`config.mk`:
```
export PLATFORM = sky130hd
export DESIGN_NAME = hamming_8_4_stream_encoder
export DESIGN_NICKNAME = d
export VERILOG_FILES = /design/src/rtl/hamming_8_4_stream_encoder.sv
export SDC_FILE = /design/constraint.sdc
export NUM_CORES = 1
export LEC_CHECK = 0
export ABC_AREA = 1
export CAP_MARGIN = 15
export CORE_ASPECT_RATIO = 0.8
export CORE_MARGIN = 3
export CORE_UTILIZATION = 53
export DETAILED_ROUTE_END_ITERATION = 10
export HOLD_SLACK_MARGIN = 0.02
export PLACE_DENSITY_LB_ADDON = 0.3
export SYNTH_ARGS = -nofsm -noshare
export SYNTH_HDL_FRONTEND = slang
export SYNTH_SLANG_ARGS = --single-unit
export TNS_END_PERCENT = 50
```
`constraint.sdc`:
```
create_clock -name clk -period 2.1 [get_ports clk]
set_clock_uncertainty 0.05 [all_clocks]
set_input_delay 0.42 -clock clk [delete_from_list [all_inputs] [get_ports clk]]
set_output_delay 0.42 -clock clk [all_outputs]
set_load 0.02 [all_outputs]
```
`src/rtl/hamming_8_4_stream_encoder.sv`:
```
// ---------------------------------------------------------------------------
// hamming_8_4_stream_encoder
//
// Transmit-side extended Hamming(8,4) encoder. Accepts bytes over a
// valid/ready handshake, splits each byte into two nibbles and streams one
// SECDED codeword per nibble over a second valid/ready handshake, using the
// bit layout the companion corrector expects.
//
// Codeword layout for nibble d[3:0]:
//   bit7=d3 bit6=d2 bit5=d1 bit4=p4 bit3=d0 bit2=p2 bit1=p1 bit0=overall
//   p1=d0^d1^d3, p2=d0^d2^d3, p4=d1^d2^d3, overall = ^bits[7:1]
//   The XOR of the indices of all set bits is zero and overall parity is even.
//
// Parameters:
//   LSN_FIRST  1 = byte[3:0] sent first, 0 = byte[7:4] sent first
//   COUNT_W    width of the transferred-codeword counter
//
// Ports:
//   clk        clock, all state updates on the rising edge
//   rst        synchronous reset, active-high, beats every handshake
//   in_data    data byte
//   in_valid   source has a byte
//   in_ready   encoder takes the byte this cycle (combinational on out_ready)
//   out_data   registered codeword
//   out_valid  codeword valid
//   out_ready  sink takes the codeword this cycle
//   out_last   codeword carries the second nibble of its byte
//   cw_count   codewords transferred since reset, wraps
//   inj_mask   (HAMMING_ERR_INJECT_EN only) XOR mask applied to each codeword
//              at the cycle it is loaded into out_data
//
// Build option:
//   HAMMING_ERR_INJECT_EN  adds inj_mask for error injection into the channel.
//                          Undefined: no extra port, codewords always clean.
// ---------------------------------------------------------------------------
module hamming_8_4_stream_encoder #(
    parameter int unsigned LSN_FIRST = 1,
    parameter int unsigned COUNT_W   = 16
) (
    input  logic               clk,
    input  logic               rst,
    input  logic [7:0]         in_data,
    input  logic               in_valid,
    output logic               in_ready,
    output logic [7:0]         out_data,
    output logic               out_valid,
    input  logic               out_ready,
    output logic               out_last,
    output logic [COUNT_W-1:0] cw_count
`ifdef HAMMING_ERR_INJECT_EN
    ,
    input  logic [7:0]         inj_mask
`endif
);

    localparam logic [1:0] IDLE   = 2'd0;
    localparam logic [1:0] SEND_A = 2'd1;
    localparam logic [1:0] SEND_B = 2'd2;

    logic [1:0]         state_q, state_d;
    logic [7:0]         hold_q, hold_d;
    logic [7:0]         data_q, data_d;
    logic               valid_q, valid_d;
    logic               last_q, last_d;
    logic [COUNT_W-1:0] count_q, count_d;

    logic [7:0] mask;
    logic       accept;
    logic       xfer;
    logic [3:0] first_nib_in;
    logic [3:0] second_nib_hold;

`ifdef HAMMING_ERR_INJECT_EN
    assign mask = inj_mask;
`else
    assign mask = 8'h00;
`endif

    // Extended Hamming encode; data sits at the non-power-of-two indices so
    // the corrector's syndrome directly names the flipped bit.
    function automatic logic [7:0] encode(input logic [3:0] d);
        logic [7:0] c;
        c    = 8'h00;
        c[3] = d[0];
        c[5] = d[1];
        c[6] = d[2];
        c[7] = d[3];
        c[1] = d[0] ^ d[1] ^ d[3];
        c[2] = d[0] ^ d[2] ^ d[3];
        c[4] = d[1] ^ d[2] ^ d[3];
        c[0] = ^c[7:1];
        return c;
    endfunction

    assign first_nib_in    = (LSN_FIRST != 0) ? in_data[3:0] : in_data[7:4];
    assign second_nib_hold = (LSN_FIRST != 0) ? hold_q[7:4]  : hold_q[3:0];

    // A new byte may enter in the SEND_B cycle that retires the previous
    // byte's last codeword, giving back-to-back throughput with no bubble.
    assign in_ready = (state_q == IDLE) | ((state_q == SEND_B) & out_ready);
    assign accept   = in_valid & in_ready;
    assign xfer     = valid_q & out_ready;

    always_comb begin
        state_d = state_q;
        hold_d  = hold_q;
        data_d  = data_q;
        valid_d = valid_q;
        last_d  = last_q;
        count_d = count_q + {{(COUNT_W-1){1'b0}}, xfer};

        unique case (state_q)
            IDLE: begin
                if (accept) begin
                    hold_d  = in_data;
                    data_d  = encode(first_nib_in) ^ mask;
                    valid_d = 1'b1;
                    last_d  = 1'b0;
                    state_d = SEND_A;
                end
            end
            SEND_A: begin
                if (out_ready) begin
                    data_d  = encode(second_nib_hold) ^ mask;
                    last_d  = 1'b1;
                    state_d = SEND_B;
                end
            end
            SEND_B: begin
                if (out_ready) begin
                    if (in_valid) begin
                        hold_d  = in_data;
                        data_d  = encode(first_nib_in) ^ mask;
                        valid_d = 1'b1;
                        last_d  = 1'b0;
                        state_d = SEND_A;
                    end else begin
                        valid_d = 1'b0;
                        last_d  = 1'b0;
                        state_d = IDLE;
                    end
                end
            end
            default: begin
                valid_d = 1'b0;
                last_d  = 1'b0;
                state_d = IDLE;
            end
        endcase
    end

    always_ff @(posedge clk) begin
        if (rst) begin
            state_q <= IDLE;
            hold_q  <= 8'h00;
            data_q  <= 8'h00;
            valid_q <= 1'b0;
            last_q  <= 1'b0;
            count_q <= '0;
        end else begin
            state_q <= state_d;
            hold_q  <= hold_d;
            data_q  <= data_d;
            valid_q <= valid_d;
            last_q  <= last_d;
            count_q <= count_d;
        end
    end

    assign out_data  = data_q;
    assign out_valid = valid_q;
    assign out_last  = last_q;
    assign cw_count  = count_q;

endmodule

```
==> impl_metrics.toml <==
[critical_path]
critical_path_peak_fanout = 3
timing.setup.critical_path_class = "in2out"
rr_worst_depth = 9
timing.rr.end = "cw_count[10]"
worst-endpoint-arrival_ns = 1.50
required_ns = 1.63
critPathLaunchType = "input pin"
crit-reg2reg-launch = "out_valid"
cp_slowest_stage_delay_ns = 0.52
critPathBufInv = 3
reg2reg_slack_ns = 0.49
critical-path-top-delay-family = "buffers and inverters"
critical_path.endpoint_type = "primary output"
crit_chain = "clkdlybuf4s50_1, inv_2, a21oi_1, dlygate4sd2_1"
critical_path.slowest_cell = "sky130_fd_sc_hd__clkdlybuf4s50_1"

[grt]
antenna_found_initial = 0
global_route.overflow_total = 0
gr-usage-met2_pct = 32.24
global_route.usage.met3_pct = 10.00
grt_most_used_layer = "met1"
globalRouteMet1Util_pct = 32.64
global_route.usage.total_pct = 23.43
global_route_wire_length_before_repair_um = 6803
largest_net_degree_at_the_start_of_global_routing = 18
number_of_global_route_vias_before_repair = 1568

[worst_hold_path]
hold_removal_path_class = "reg2reg"
timing.hold.worst_endpoint = "out_valid"
hold_depth = 2
hold_start = "out_valid"

[drt]
detail_route.drc_violations = 0
wl_per_cell_um = 12.12
drt_pass1_iterations = 4
vias = 1738
drt-vias-per-instance = 5.251
detail_route.wirelength_um = 4013
route.antenna.remaining_nets = 0
detailedRoute.firstIterationViolations = 177

[timing]
hold_violations = 0
maxClockFrequency_ghz = 0.5083
final_slew_viol_count = 0
worst-slew-pin-transition_ns = 0.4988
fin_crit_sh_pct = 93.69
rsz0062_at_grt = "no"
worst_slew_margin_rel_pct = 66.71
final_critical_path_setup_slack_ns = 0.1325
timing.final.setup_violations = 0
finalCriticalPeriod_ns = 1.967

[yosys]
ys.warnings.count = 0
avgSynthCellArea_um2 = 6.805
synth.distinct_cells = 26
synth_top_area_cell = "sky130_fd_sc_hd__dfxtp_1"
synth.yosys.seq_area_share_pct = 37.07
synth.cell_area_mm2 = 0.001674
syn_inst = 246
synth_area_leaders = "sky130_fd_sc_hd__dfxtp_1 37%, sky130_fd_sc_hd__nand2_1 13%, sky130_fd_sc_hd__nand3_1 10%"
synth_largest_type_area_fraction_pct = 37.07
register_bit_total_from_synthesis = 31
synthesis.nets = 261

[floorplanning]
die_width_um = 68.84
floorplan.initialDensity_pct = 57.87
ioPinCount = 39
rows = 17
die_height_um = 56.27
fp.dieArea_mm2 = 0.003873
core-area_mm2 = 0.002893

[clocking]
max-clock-path-buffers = 2
clock_buffer_count_from_cts = 5
h_tree_levels = 2
insertion_delay_ns = 0.29
cts.root.buffer_cell = "sky130_fd_sc_hd__clkbuf_8"
cts.repair_timing.setup_buffer_count = 0
clock_sink_count = 31
clkTransAtPathRegs_ns = 0.06
tritoncts = "built"

[power]
ir_drop_mv = 0.5137
power_leakage_nw = 0.9288
cellPowerDensity_mw_per_mm2 = 649.5

[final_layout]
flow.area_growth_from_synthesis_pct = 31.84
antenna_cells = 0
final_common_cell = "sky130_fd_sc_hd__nand2_1"
final_cell_mix = "56 x sky130_fd_sc_hd__nand2_1, 37 x sky130_fd_sc_hd__clkdlybuf4s50_1, 34 x sky130_fd_sc_hd__nand3_1, 32 x sky130_fd_sc_hd__inv_1, 31 x sky130_fd_sc_hd__dfxtp_1"
fin_nets = 307
layout_cell_share_with_drive_strength_beyond_1_pct = 8.532
post-route-cell-area_mm2 = 0.002207

[placement]
global_placement_routability_congestion = 0.9332
post_place_setup_slack_ns = -0.1462
area_after_detailed_placement_mm2 = 0.002108
io_buffer_count = 38
place.detailed.hpwl_um = 2902

[job]
cap_viol_max_count = 0

[outcome]
status = "completed"
-- report_power, final --
part	switching [W]	internal (W)
Clock	0.000224	0.000299
Sequential	0.0000237	0.000618
Combinational	0.000153	0.000115
Total	0.000402	0.00103
-- cells by family after synthesis --
group / after synthesis / share of synthesized area [%]
adder cells (fa/ha/maj): 3 / 2.242
AND/OR/NAND/NOR: 135 / 37.82
flip-flops: 31 / 37.07
XOR/XNOR: 4 / 2.093
buffers and inverters: 38 / 9.492
AO/OA/AOI/OAI: 35 / 11.29
-- state kept, by name (all words and copies together) (netlist names) --
name       count
hold_q         4
cw_count      16
out_valid      1
out_data       8
state_q        2
-- synthesized netlist by cell type (all sizes together) --
library cell	n
nand2	61
nand3	35
inv	34
nor2	32
dfxtp	31
a21oi	16
o21ai	15
nand3b	4
buf	3
ha	3
nand4	3
xnor2	3
o21a	2
clkbuf	1
o211ai	1
o21bai	1
xor2	1
-- per-layer routing --
metal	part of all wire, %	up-vias
met1	47	769
li1	-	888
met4	1.2	0
met3	8.9	6
met2	43	75
met5	0	-
-- worst register-to-register path, cell delays in order, from the launching register on --
cell and delay [ns]:
sky130_fd_sc_hd__dfxtp_1 0.36, sky130_fd_sc_hd__nand2_1 0.06, sky130_fd_sc_hd__inv_1 0.07, sky130_fd_sc_hd__ha_1 0.16, sky130_fd_sc_hd__ha_1 0.17, sky130_fd_sc_hd__nand3_1 0.10, sky130_fd_sc_hd__inv_1 0.19, sky130_fd_sc_hd__nand3_1 0.12
sky130_fd_sc_hd__o21ai_0 0.17, sky130_fd_sc_hd__nor2_1 0.05
-- stage by stage --
step                setup TNS [ns]  hold slack (ns)  instances  util (%)  total power [W]
floorplan                        0           0.4391        246         -        0.0008181
global placement           -0.1561           0.4297        323     72.88        0.0009138
detailed placement         -0.2602           0.4357        323     72.88        0.0009184
CTS                              0           0.4475        331     76.30         0.001441
global route                     0           0.4599        331     76.30         0.001510
finish                           0           0.4478        331     76.30         0.001434
-- final cells by class --
cell class | instances | area, um2
tap | 38 | 47.55
multi-input combinational | 177 | 894.6
fill | 245 | 685.7
inverter | 34 | 127.6
timing repair buffer | 43 | 416.7
clock buffer | 8 | 100.1
sequential | 31 | 620.6
-- worst max-delay path by stage --
stage,startpoint,end,depth (start not counted)
detailed placement,out_ready,in_ready,4
global route,out_ready,cw_count[10],10
floorplan,out_valid,cw_count[10],9
global placement,out_ready,in_ready,4
CTS,out_ready,in_ready,4
finish,out_ready,in_ready,4
-- timing repair --
action                                  in CTS  in global routing
endpoints found under the setup margin       1                  0
resized for setup                            1                  0
hold buffers                                 0                  0
Note: power is estimated with default switching activity, not from simulation.
